===== config.mk =====
export PLATFORM = sky130hd
export DESIGN_NAME = train_seq_feeder_flat
export DESIGN_NICKNAME = d
export VERILOG_FILES = /design/src/rtl/train_pkg.sv /design/src/rtl/train_seq_feeder_if.sv /design/src/rtl/train_seq_validator.sv /design/src/rtl/train_seq_feeder.sv /design/src/flat_wrapper.sv
export SDC_FILE = /design/constraint.sdc
export NUM_CORES = 1
export LEC_CHECK = 0
export BUFFER_PORTS_ARGS = -buffer_cell sky130_fd_sc_hd__buf_2
export CAP_MARGIN = 0
export CORE_UTILIZATION = 66
export DETAILED_ROUTE_END_ITERATION = 16
export GPL_ROUTABILITY_DRIVEN = 0
export GPL_TIMING_DRIVEN = 0
export PLACE_DENSITY_LB_ADDON = 0.2
export SYNTH_ARGS = -nofsm -noshare
export SYNTH_HDL_FRONTEND = slang
export SYNTH_HIERARCHICAL = 1
export SYNTH_SLANG_ARGS = --single-unit

===== constraint.sdc =====
create_clock -name clk -period 5.7 [get_ports clk]
set_input_delay 0.855 -clock clk [delete_from_list [all_inputs] [get_ports clk]]
set_output_delay 0.855 -clock clk [all_outputs]
set_load 0.02 [all_outputs]

===== src/rtl/train_pkg.sv =====
// Shared types for the train-departure feasibility chain.
// Holds state encoding, size defaults and the car-index type.
package train_pkg;

  localparam int MAX_CARS_DEF = 10;
  localparam int DATA_W_DEF   = 4;
  localparam int WD_CYCLES    = 32;

  typedef logic [DATA_W_DEF-1:0] car_t;

  typedef enum logic [2:0] {
    IDLE,
    LOAD,
    CHECK,
    SEND,
    WAIT,
    REPORT
  } state_e;

endpackage


===== src/rtl/train_seq_feeder_if.sv =====
// Host-side beat stream into the sequence feeder.
// Valid/ready handshake with a frame-end marker.
interface train_seq_feeder_if #(
  parameter int DATA_W = train_pkg::DATA_W_DEF
);

  logic              host_valid;
  logic              host_ready;
  logic [DATA_W-1:0] host_data;
  logic              host_last;

  modport master (
    output host_valid,
    output host_data,
    output host_last,
    input  host_ready
  );

  modport slave (
    input  host_valid,
    input  host_data,
    input  host_last,
    output host_ready
  );

endinterface


===== src/rtl/train_seq_validator.sv =====
// Incremental permutation check over a seen bitmap:
// range, duplicate and completeness against the final count.
module train_seq_validator #(
  parameter int MAX_CARS = 10,
  parameter int DATA_W   = 4,
  parameter int CNT_W    = 4
) (
  input  logic              clk,
  input  logic              rst_n,
  input  logic              clear,
  input  logic              beat,
  input  logic [DATA_W-1:0] value,
  input  logic [CNT_W-1:0]  count,
  output logic              err
);

  logic [MAX_CARS-1:0] seen_q, seen_d;
  logic                bad_q, bad_d;
  logic [MAX_CARS-1:0] mask;
  logic [DATA_W-1:0]   pos;

  assign pos = value - 1'b1;

  always_comb begin
    seen_d = seen_q;
    bad_d  = bad_q;
    if (clear) begin
      seen_d = '0;
      bad_d  = 1'b0;
    end else if (beat) begin
      if (value == '0 || value > DATA_W'(MAX_CARS))
        bad_d = 1'b1;
      else if (seen_q[pos])
        bad_d = 1'b1;
      else
        seen_d[pos] = 1'b1;
    end
  end

  // bit v-1 stands for car v, so a full set is the low count bits
  always_comb begin
    mask = '0;
    for (int i = 0; i < MAX_CARS; i++)
      mask[i] = (i < int'(count));
  end

  assign err = bad_q | (seen_q != mask);

  always_ff @(posedge clk) begin
    if (!rst_n) begin
      seen_q <= '0;
      bad_q  <= 1'b0;
    end else begin
      seen_q <= seen_d;
      bad_q  <= bad_d;
    end
  end

endmodule


===== src/rtl/train_seq_feeder.sv =====
// Buffers a departure sequence, validates it, replays it to the checker.
// Define FEEDER_WATCHDOG_EN to bound the wait for the checker verdict.
module train_seq_feeder
  import train_pkg::*;
#(
  parameter int MAX_CARS = MAX_CARS_DEF,
  parameter int DATA_W   = DATA_W_DEF
) (
  input  logic               clk,
  input  logic               rst_n,
  train_seq_feeder_if.slave  host,
  output logic               in_valid,
  output logic [DATA_W-1:0]  data,
  input  logic               chk_out_valid,
  input  logic               chk_result,
  output logic               done_valid,
  output logic               done_result,
  output logic               done_err
);

  localparam int CNT_W = $clog2(MAX_CARS + 1);
  localparam logic [CNT_W-1:0] MAX_C = CNT_W'(MAX_CARS);

  state_e            state_q, state_d;
  logic [CNT_W-1:0]  cnt_q, cnt_d;
  logic [CNT_W-1:0]  idx_q, idx_d;
  logic [DATA_W-1:0] buf_q [MAX_CARS];
  logic [DATA_W-1:0] buf_d [MAX_CARS];
  logic              ovf_q, ovf_d;
  logic              perr_q, perr_d;
  logic              in_valid_q, in_valid_d;
  logic [DATA_W-1:0] data_q, data_d;
  logic              done_valid_q, done_valid_d;
  logic              done_result_q, done_result_d;
  logic              done_err_q, done_err_d;
  logic              beat, v_beat, v_clr, v_err;
`ifdef FEEDER_WATCHDOG_EN
  localparam int WD_W = $clog2(WD_CYCLES + 1);
  logic [WD_W-1:0]   wd_q, wd_d;
`endif

  assign host.host_ready = (state_q == IDLE) || (state_q == LOAD);
  assign beat = host.host_valid && host.host_ready;

  train_seq_validator #(
    .MAX_CARS (MAX_CARS),
    .DATA_W   (DATA_W),
    .CNT_W    (CNT_W)
  ) u_val (
    .clk   (clk),
    .rst_n (rst_n),
    .clear (v_clr),
    .beat  (v_beat),
    .value (host.host_data),
    .count (cnt_q),
    .err   (v_err)
  );

  always_comb begin
    state_d       = state_q;
    cnt_d         = cnt_q;
    idx_d         = idx_q;
    buf_d         = buf_q;
    ovf_d         = ovf_q;
    perr_d        = perr_q;
    in_valid_d    = 1'b0;
    data_d        = '0;
    done_valid_d  = 1'b0;
    done_result_d = 1'b0;
    done_err_d    = 1'b0;
    v_beat        = 1'b0;
    v_clr         = 1'b0;
`ifdef FEEDER_WATCHDOG_EN
    wd_d          = wd_q;
`endif
    case (state_q)
      IDLE, LOAD: begin
        if (beat) begin
          // beats past capacity are swallowed until the frame ends
          if (cnt_q < MAX_C) begin
            buf_d[cnt_q] = host.host_data;
            cnt_d        = cnt_q + 1'b1;
            v_beat       = 1'b1;
          end else begin
            ovf_d = 1'b1;
          end
          state_d = host.host_last ? CHECK : LOAD;
        end
      end
      CHECK: begin
        if (ovf_q || v_err) begin
          state_d      = REPORT;
          done_valid_d = 1'b1;
          done_err_d   = 1'b1;
        end else begin
          state_d    = SEND;
          in_valid_d = 1'b1;
          data_d     = buf_q[0];
          idx_d      = CNT_W'(1);
        end
      end
      SEND: begin
        perr_d = perr_q | chk_out_valid;
        if (idx_q < cnt_q) begin
          in_valid_d = 1'b1;
          data_d     = buf_q[idx_q];
          idx_d      = idx_q + 1'b1;
        end else if (perr_d) begin
          state_d      = REPORT;
          done_valid_d = 1'b1;
          done_err_d   = 1'b1;
        end else begin
          state_d = WAIT;
`ifdef FEEDER_WATCHDOG_EN
          wd_d    = '0;
`endif
        end
      end
      WAIT: begin
        if (chk_out_valid) begin
          state_d       = REPORT;
          done_valid_d  = 1'b1;
          done_result_d = chk_result;
`ifdef FEEDER_WATCHDOG_EN
        end else if (wd_q == WD_W'(WD_CYCLES - 1)) begin
          state_d      = REPORT;
          done_valid_d = 1'b1;
          done_err_d   = 1'b1;
        end else begin
          wd_d = wd_q + 1'b1;
`endif
        end
      end
      REPORT: begin
        state_d = IDLE;
        cnt_d   = '0;
        idx_d   = '0;
        ovf_d   = 1'b0;
        perr_d  = 1'b0;
        v_clr   = 1'b1;
      end
      default: state_d = IDLE;
    endcase
  end

  always_ff @(posedge clk) begin
    if (!rst_n) begin
      state_q       <= IDLE;
      cnt_q         <= '0;
      idx_q         <= '0;
      buf_q         <= '{default: '0};
      ovf_q         <= 1'b0;
      perr_q        <= 1'b0;
      in_valid_q    <= 1'b0;
      data_q        <= '0;
      done_valid_q  <= 1'b0;
      done_result_q <= 1'b0;
      done_err_q    <= 1'b0;
`ifdef FEEDER_WATCHDOG_EN
      wd_q          <= '0;
`endif
    end else begin
      state_q       <= state_d;
      cnt_q         <= cnt_d;
      idx_q         <= idx_d;
      buf_q         <= buf_d;
      ovf_q         <= ovf_d;
      perr_q        <= perr_d;
      in_valid_q    <= in_valid_d;
      data_q        <= data_d;
      done_valid_q  <= done_valid_d;
      done_result_q <= done_result_d;
      done_err_q    <= done_err_d;
`ifdef FEEDER_WATCHDOG_EN
      wd_q          <= wd_d;
`endif
    end
  end

  assign in_valid    = in_valid_q;
  assign data        = data_q;
  assign done_valid  = done_valid_q;
  assign done_result = done_result_q;
  assign done_err    = done_err_q;

endmodule


===== src/flat_wrapper.sv =====
// flat-port wrapper written by rule: the top's interface ports become plain ports
module train_seq_feeder_flat import train_pkg::*;
#(
  parameter int MAX_CARS = MAX_CARS_DEF,
  parameter int DATA_W   = DATA_W_DEF
)
  (clk, rst_n, in_valid, data, chk_out_valid, chk_result, done_valid, done_result, done_err, host_host_valid, host_host_data, host_host_last, host_host_ready);
  train_seq_feeder_if #(.DATA_W(DATA_W)) host_i ();
  input  logic clk;
  input  logic rst_n;
  output logic in_valid;
  output logic [DATA_W-1:0] data;
  input  logic chk_out_valid;
  input  logic chk_result;
  output logic done_valid;
  output logic done_result;
  output logic done_err;
  input wire logic [$bits(host_i.host_valid)-1:0] host_host_valid;
  input wire logic [$bits(host_i.host_data)-1:0] host_host_data;
  input wire logic [$bits(host_i.host_last)-1:0] host_host_last;
  output wire logic [$bits(host_i.host_ready)-1:0] host_host_ready;
  assign host_i.host_valid = host_host_valid;
  assign host_i.host_data = host_host_data;
  assign host_i.host_last = host_host_last;
  assign host_host_ready = host_i.host_ready;
  train_seq_feeder #(.MAX_CARS(MAX_CARS), .DATA_W(DATA_W)) u_core (.clk(clk), .rst_n(rst_n), .host(host_i), .in_valid(in_valid), .data(data), .chk_out_valid(chk_out_valid), .chk_result(chk_result), .done_valid(done_valid), .done_result(done_result), .done_err(done_err));
endmodule

==> impl_metrics.csv, run 1 <==
group,metric,value,unit
cts,clk_pin_slew,80,ps
critical_path,start_kind,"flop",
worst_hold_path,hp-class,"flop to flop",
synthesis,synth_compound_area_share,17.5,%
critical_path,path_max_fanout,10,
power_and_ir_drop,powerDensity,268,mW/mm2
synthesis,synth.area.mux_share,11.4,%
critical_path,crit_end,"u_core/data[1]",
synthesis,synth_top_area_cell,"dfxtp_1",
synthesis,syn_area_per_cell,8.78,um2
job,cap_violations,0,
cells_and_area,n_antenna_cell,0,
power_and_ir_drop,p_total,0.00114,W
synthesis,async_reset_ff_share,0,%
power_and_ir_drop,p_switching,0.000338,W
critical_path,r2r_cells,7,
sta,slew_viol_final,0,
grt,use_met3,6.28,%
critical_path,slowest_stage,"nor4_1",
synthesis,synth_top_family_by_area,"simple AND/OR/NAND/NOR gates",
cts,cts_sinks,72,
critical_path,cp_data_arrival_time,3150,ps
cells_and_area,drive_gt1_share,12.4,%
critical_path,crit_start,"u_core/cnt_q[1]",
cts,cts-root-buf,"clkbuf_8",
route,routed_wl,9010,um
synthesis,synth_adder_area_share,4.20,%
grt,busiest_layer,"met2",
cts,cts_tree,"yes",
synthesis,synth-edff-count,0,
sta,whs,469,ps
synthesis,syn_area,0.00387,mm2
cts,h-tree-depth,3,
cts,worstSkewPairLatency,340,ps
die,start_util,69.5,%
sta,period_share,50.3,%
critical_path,worstPathCellList,"buf_2 -> a21boi_0 -> o21a_1 -> a2111oi_0 -> nand4b_1 -> nor4_1 -> a221o_1",
synthesis,syn-num-nets,464,
power_and_ir_drop,combPwrFrac,16.9,%
power_and_ir_drop,clock_power_share,36.1,%
sta,skew,8.52,ps
cts,hold_buffers,0,
grt,antenna_found_initial,0,
synthesis,syn_inst,441,
critical_path,cp_num_buf_inv,1,
synthesis,synth-seq-cells,72,
route,wl_per_cell,16.5,um
synthesis,synth_xor_area_share,1.36,%
cts,cts.path.max_buffers,2,
sta,tightest_slew,826,ps
critical_path,reg2reg_from,"u_core/cnt_q[1]",
route,first_pass_iters,5,
grt,gr-total-overflow,0,
route,drc,0,
placed_design,dp.cells,531,
die,num_rows,27,
critical_path,critPathMaxStageDelay,780,ps
critical_path,crit_required,5990,ps
sta,slew_headroom,44.5,%
worst_hold_path,hold_depth,2,
cells_and_area,fillers,416,
synthesis,ys_top_cells_by_area,"dfxtp_1 37%, a21boi_0 6.4%, nand2_1 5.7%, mux4_2 5.2%, nand3_1 4.8%",
grt,grt_usage,31.6,%
synthesis,synth_top_area_share,37.2,%
sta,finalSetupViolCount,0,
sta,tns,0,ps
die,ios,19,
synthesis,synth-simple-area-share,23.6,%
synthesis,synth_ff_type,"dfxtp_1",
die,die_w,78.6,um
critical_path,worstReg2RegEnd,"u_core/data[1]",
grt,met1_usage,41.8,%
cts,cts_setup_buffers,0,
die,fp.dieH,78.6,um
grt,grt_pass1_wl,15200,um
placed_design,dp_hpwl,6400,um
route,drtIter0Drc,235,
critical_path,endpoint_kind,"flop",
critical_path,path_delay_family,"simple AND/OR/NAND/NOR gates",
synthesis,ys_warn_count,6,
cells_and_area,area_growth,9.98,%
cts,cts_resized,0,
critical_path,cp.depth,7,
placed_design,io_buffer_count,18,
cells_and_area,stdcell_count,547,
outcome,status,"finished, final reports clean",
route,dr_total_vias,3406,
sta,post-route-min-period,2870,ps
grt,use_met2,51.8,%
power_and_ir_drop,power_leakage,1.62,nW
grt,grt_pass1_vias,3239,
critical_path,critical_path_class,"flop to flop",
grt,grt_max_degree,15,
sta,finalHoldViolCount,0,
sta,fmaxAchievable,0.349,GHz
power_and_ir_drop,switching_share,29.5,%
power_and_ir_drop,p_int,0.000805,W
route,drtAntennaViolNets,0,
cts,cts_made_buffers,9,
route,vias_per_cell,6.23,
sta,rsz0062_at_grt,"false",
synthesis,synth-seq-area-share,37.2,%
power_and_ir_drop,irDropWorstVdd,0.194,mV
die,core_area,0.00557,mm2
die,die_area,0.00618,mm2
cells_and_area,final_util,76.4,%
synthesis,yosysUniqueCellTypes,56,
critical_path,reg2reg_slack,2830,ps
cells_and_area,fin_nets,493,
power_and_ir_drop,seqPwrFrac,47.0,%
-- stage by stage --
step,instance area [um2],setup slack (ps)
finish,4260,2830
global route,4260,2630
CTS,4260,2880
detailed placement,4050,2910
global placement,4050,2950
floorplan,3870,3270
-- synthesized netlist by cell type, drive strengths merged (2+ instances only) --
cell type and count:
dfxtp 72, nand2 59, nand3 38, a21boi 33
clkbuf 24, nor2 20, o21ai 20, mux2i 18
nor2b 17, ha 13, inv 13, mux4 10
nor3 9, buf 7, a21oi 6, a31oi 5
and3 5, nand4 5, a32o 4, and2 4
o21a 4, xnor2 4, a2111oi 3, a221o 3
and4 3, mux2 3, nand2b 3, nor4 3
or4b 3, a211o 2, a211oi 2, nor4b 2
o211ai 2, o22ai 2, or3 2, or3b 2
xor2 2
-- cell usage in the layout, fill, tap and decap left out, types with 6 or more instances in the layout --
cell type,n
dfxtp_1,72
a21boi_0,33
o21ai_0,20
buf_2,24
nor2b_1,17
clkbuf_8,10
nor3_1,9
nand2_1,59
mux4_2,9
mux2i_1,18
nand3_1,37
clkbuf_1,24
ha_1,13
a21oi_1,6
nor2_1,20
inv_1,13
-- registers in the layout (all words and copies together), names as in the netlist --
signal,cells
u_core/done_valid,1
u_core/ovf_q,1
u_core/done_result,1
u_core/data,4
u_core/in_valid,1
u_core/buf_q,40
u_core/done_err,1
u_core/state_q,3
u_core/u_val/bad_q,1
u_core/u_val/seen_q,10
u_core/cnt_q,4
u_core/idx_q,4
u_core/perr_q,1
-- area by class of cell --
| type | count | area [um2] | area share, % |
|---|---|---|---|
| buffer | 31 | 131 | 3.08 |
| clock buffer | 10 | 138 | 3.23 |
| timing repair buffer | 18 | 90.1 | 2.11 |
| sequential | 72 | 1440 | 33.8 |
| clock inverter | 6 | 68.8 | 1.62 |
| inverter | 13 | 48.8 | 1.15 |
| multi-input combinational | 325 | 2250 | 52.9 |
| tap | 72 | 90.1 | 2.11 |
-- logic make-up (layout without fill, tap and decap cells) --
family	after synthesis	count (layout)
and+or+nand+nor	180	180
AOI/OAI and AO/OA	95	95
DFF	72	72
buffers and inverters	44	78
muxes	31	31
adders and majority gates	13	13
xor gates and xnor gates	6	6
-- per-layer routing --
layer | vias up | part of all wire [%] | wire, um
met2 | 124 | 48 | 4320
met4 | 0 | 1.3 | 114
met1 | 1620 | 45 | 4020
met5 | - | 0 | 0
met3 | 13 | 6.1 | 552
li1 | 1649 | - | -
-- tightest hold or removal path, cell delays in order, from the launching register on --
cell and delay, ps:
dfxtp_1 310, nand2_1 50, a21boi_0 60
-- power by group through the flow --
stage	combinational (W)	clock, W	sequential [W]
2_1_floorplan	0.000140	0	0.000544
3_3_place_gp	0.000183	0	0.000546
3_5_place_dp	0.000188	0	0.000548
4_1_cts	0.000190	0.000420	0.000536
5_1_grt	0.000212	0.000448	0.000539
6_report	0.000193	0.000413	0.000537
-- how the worst min path moves through the flow --
stage / start / end
after floorplan: u_core/buf_q[30] / u_core/buf_q[30]
after global placement: u_core/buf_q[16] / u_core/buf_q[16]
after detailed placement: u_core/buf_q[10] / u_core/buf_q[10]
after CTS: u_core/buf_q[10] / u_core/buf_q[10]
after global routing: u_core/buf_q[8] / u_core/buf_q[8]
final: u_core/buf_q[25] / u_core/buf_q[25]
No activity file was read; power rests on OpenSTA's default activity.
==> inputs of run 2 (changes only) <==
ABC_AREA = 1   (was not set)
CORE_UTILIZATION = 55   (was 66)
clock period = 2.3 ns   (was 5.7 ns; I/O delays follow)
==> run 2 against run 1 <==
Routed wire length grew 0.56%. Register-to-register slack got worse by 2700 ps. Worst setup slack got worse by 2700 ps. First-iteration DRC count rose by 20%. Clock power up 140%. Critical path type unchanged.
==> impl_metrics.csv, run 2 <==
group,metric,value,unit
sta,finalHoldViolCount,0,
synthesis,syn_inst,541,
job,cap_violations,0,
route,routed_wl,9060,um
synthesis,async_reset_ff_share,0,%
synthesis,syn_area_per_cell,7.04,um2
cells_and_area,final_cell_mix,"108 x nand2_1, 75 x a21oi_1, 68 x dfxtp_1, 61 x inv_1, 50 x nand3_1",
grt,grt_pass1_vias,3272,
critical_path,crit_start,"u_core/cnt_q[1]",
die,fp.dieH,85.2,um
cts,cts_setup_buffers,0,
critical_path,r2r_cells,11,
critical_path,cp_data_arrival_time,2390,ps
critical_path,critPathMaxStageDelay,410,ps
cts,cts.path.max_buffers,2,
die,core_area,0.00653,mm2
sta,final.setup.worst_slack,128,ps
synthesis,synth_top_area_share,37.8,%
critical_path,path_delay_family,"simple AND/OR/NAND/NOR gates",
power_and_ir_drop,powerDensity,657,mW/mm2
sta,whs,217,ps
cts,cts-root-buf,"clkbuf_8",
synthesis,syn_area,0.00381,mm2
route,drtIter0Drc,281,
cells_and_area,largest_reg_flops,40,
route,first_pass_iters,5,
synthesis,synth_compound_area_share,17.9,%
placed_design,dp_hpwl,6600,um
placed_design,pre_cts_slack,-107,ps
sta,skew,6.42,ps
grt,antenna_found_initial,0,
die,start_util,58.3,%
grt,grt_max_degree,14,
critical_path,slowest_stage,"dfxtp_4",
cells_and_area,n_antenna_cell,0,
power_and_ir_drop,combPwrFrac,16.2,%
route,drc,0,
route,wl_per_cell,13.9,um
sta,rsz0062_at_grt,"false",
cells_and_area,final_common_cell,"nand2_1",
worst_hold_path,min-delay-start,"chk_result",
critical_path,crit_required,2510,ps
route,vias_per_cell,5.65,
die,num_rows,29,
critical_path,start_kind,"flop",
cells_and_area,seq_area,0.00146,mm2
synthesis,synth_ff_type,"dfxtp_1",
sta,slew_viol_final,0,
cells_and_area,fillers,588,
power_and_ir_drop,seqPwrFrac,48.0,%
synthesis,synth_most_common_cell,"nand2_1",
critical_path,cp.depth,11,
critical_path,crit_top_cell,"nand2_1",
cells_and_area,area_growth,10.7,%
cells_and_area,fin_nets,593,
sta,fmaxAchievable,0.460,GHz
cts,cts_sinks,72,
cts,h-tree-depth,3,
route,drtAntennaViolNets,0,
synthesis,synth_top_area_cell,"dfxtp_1",
cts,worstSkewPairLatency,350,ps
cells_and_area,final_util,64.6,%
critical_path,critical_path_class,"flop to flop",
outcome,status,"finished, final reports clean",
die,ios,19,
critical_path,worstPathCellList,"nand2_1 -> o21ai_1 -> o22ai_1 -> a211oi_1 -> nand3_1 -> or2_2 -> nand3_1 -> o21a_1 -> nand2_1 -> nand2_1 -> a21oi_1",
worst_hold_path,hold_depth,3,
die,die_w,85.2,um
power_and_ir_drop,p_int,0.00194,W
sta,period_share,94.4,%
sta,post-route-min-period,2170,ps
power_and_ir_drop,clock_power_share,35.8,%
synthesis,yosysUniqueCellTypes,30,
sta,slew_headroom,61.4,%
critical_path,endpoint_kind,"flop",
synthesis,ys_top_cells_by_area,"dfxtp_1 38%, nand2_1 11%, a21oi_1 9.9%, nand3_1 6.6%, inv_1 6.0%",
synthesis,synth-seq-area-share,37.8,%
critical_path,reg2reg_from,"u_core/cnt_q[1]",
synthesis,syn-num-nets,564,
worst_hold_path,hp-class,"input port to flop",
critical_path,cp_num_buf_inv,0,
synthesis,synth.area.mux_share,0,%
grt,grt_usage,26.3,%
synthesis,synth_common_cells,"108 x nand2_1, 75 x a21oi_1, 72 x dfxtp_1",
grt,gr-total-overflow,0,
sta,finalSetupViolCount,0,
power_and_ir_drop,power_leakage,1.79,nW
power_and_ir_drop,irDropWorstVdd,0.287,mV
synthesis,ys_warn_count,6,
critical_path,path_max_fanout,10,
cts,clk_pin_slew,80,ps
cells_and_area,drive_gt1_share,13.2,%
grt,grt_pass1_wl,15100,um
cts,cts_made_buffers,9,
placed_design,io_buffer_count,18,
cts,cts_tree,"yes",
cells_and_area,multiInputGateArea,0.00204,mm2
cells_and_area,regMostFlops,"u_core/buf_q",
synthesis,synth-simple-area-share,29.6,%
power_and_ir_drop,switching_share,30.1,%
synthesis,synth_adder_area_share,4.27,%
power_and_ir_drop,p_switching,0.000834,W
sta,tightest_slew,580,ps
route,dr_total_vias,3682,
synthesis,synth_top_family_by_area,"simple AND/OR/NAND/NOR gates",
synthesis,synth-seq-cells,72,
synthesis,synth_xor_area_share,1.61,%
cells_and_area,reg_top3,"u_core/buf_q (40), u_core/u_val/seen_q (10)",
die,die_area,0.00726,mm2
synthesis,synth-edff-count,0,
[run 2: changes by cell type in the layout (fill, tap and decap cells not counted), moves of 7 or more]
cell and delta:
a21oi_1 +69, nand2_1 +49, inv_1 +48, a21boi_0 -33
o21ai_1 +20, mux2i_1 -18, nor2b_1 -17, clkbuf_1 -13
nand3_1 +13, nor2_1 +12, o21ai_0 +12, mux4_2 -9
inv_2 +7, nand4_1 +7
[run 2: area by class of cell]
class	count	share of cell area [%]
multi-input combinational	385	48.4
sequential	72	34.5
inverter	68	6.05
clock buffer	10	3.03
tap	77	2.28
timing repair buffer	18	2.14
buffer	16	1.96
clock inverter	6	1.63
[run 2: worst min-delay path, cell delays in order]
cell     delay, ps
buf_2           90
nand2_1         50
nor2_1          40
[run 2: path summary, 6_finish.rpt]
path              slack (ps)                 end
setup reg to reg         130     u_core/idx_q[1]
setup / recovery         130     u_core/idx_q[1]
hold / removal           220  u_core/done_result
hold reg to reg          460     u_core/buf_q[0]
[run 2: power by group through the flow]
stage          clock, W  combinational [W]  sequential [W]
2_1_floorplan         0           0.000335         0.00135
3_3_place_gp          0           0.000426         0.00136
3_5_place_dp          0           0.000436         0.00136
4_1_cts         0.00102           0.000440         0.00133
5_1_grt         0.00107           0.000499         0.00134
6_report       0.000992           0.000449         0.00133
[run 2: cells by family (layout without fill, tap and decap cells)]
family                   Yosys count  in the layout
AO/OA/AOI/OAI                    133            133
buffers and inverters             84            118
adder cells (fa/ha/maj)           13             13
flip-flops                        72             72
AND/OR/NAND/NOR                  232            232
XOR/XNOR                           7              7
[run 2: layer usage]
layer | global-route usage [%] | up-vias | part of all wire [%]
li1 | - | 1851 | -
met1 | 35.7 | 1698 | 48
met2 | 41.3 | 121 | 46
met3 | 4.09 | 12 | 4.9
met4 | 12.0 | 0 | 1.2
met5 | 0 | - | 0
[run 2: stage by stage]
step / total power, W / cells / cell area [um2] / setup TNS (ps)
2_1_floorplan: 0.00168 / 541 / 3810 / 0
3_3_place_gp: 0.00178 / 636 / 4000 / 0
3_5_place_dp: 0.00179 / 636 / 4000 / -489
4_1_cts: 0.00279 / 652 / 4200 / 0
5_1_grt: 0.00291 / 652 / 4220 / 0
6_report: 0.00277 / 652 / 4220 / 0
[run 2: timing repair]
| item | 4_1_cts | 5_1_grt |
|---|---|---|
| endpoints found under the hold margin | 0 | 0 |
| gates cloned | 0 | 0 |
| hold buffers | 0 | 0 |
| resized for setup | 4 | 8 |
| endpoints found under the setup margin | 10 | 6 |
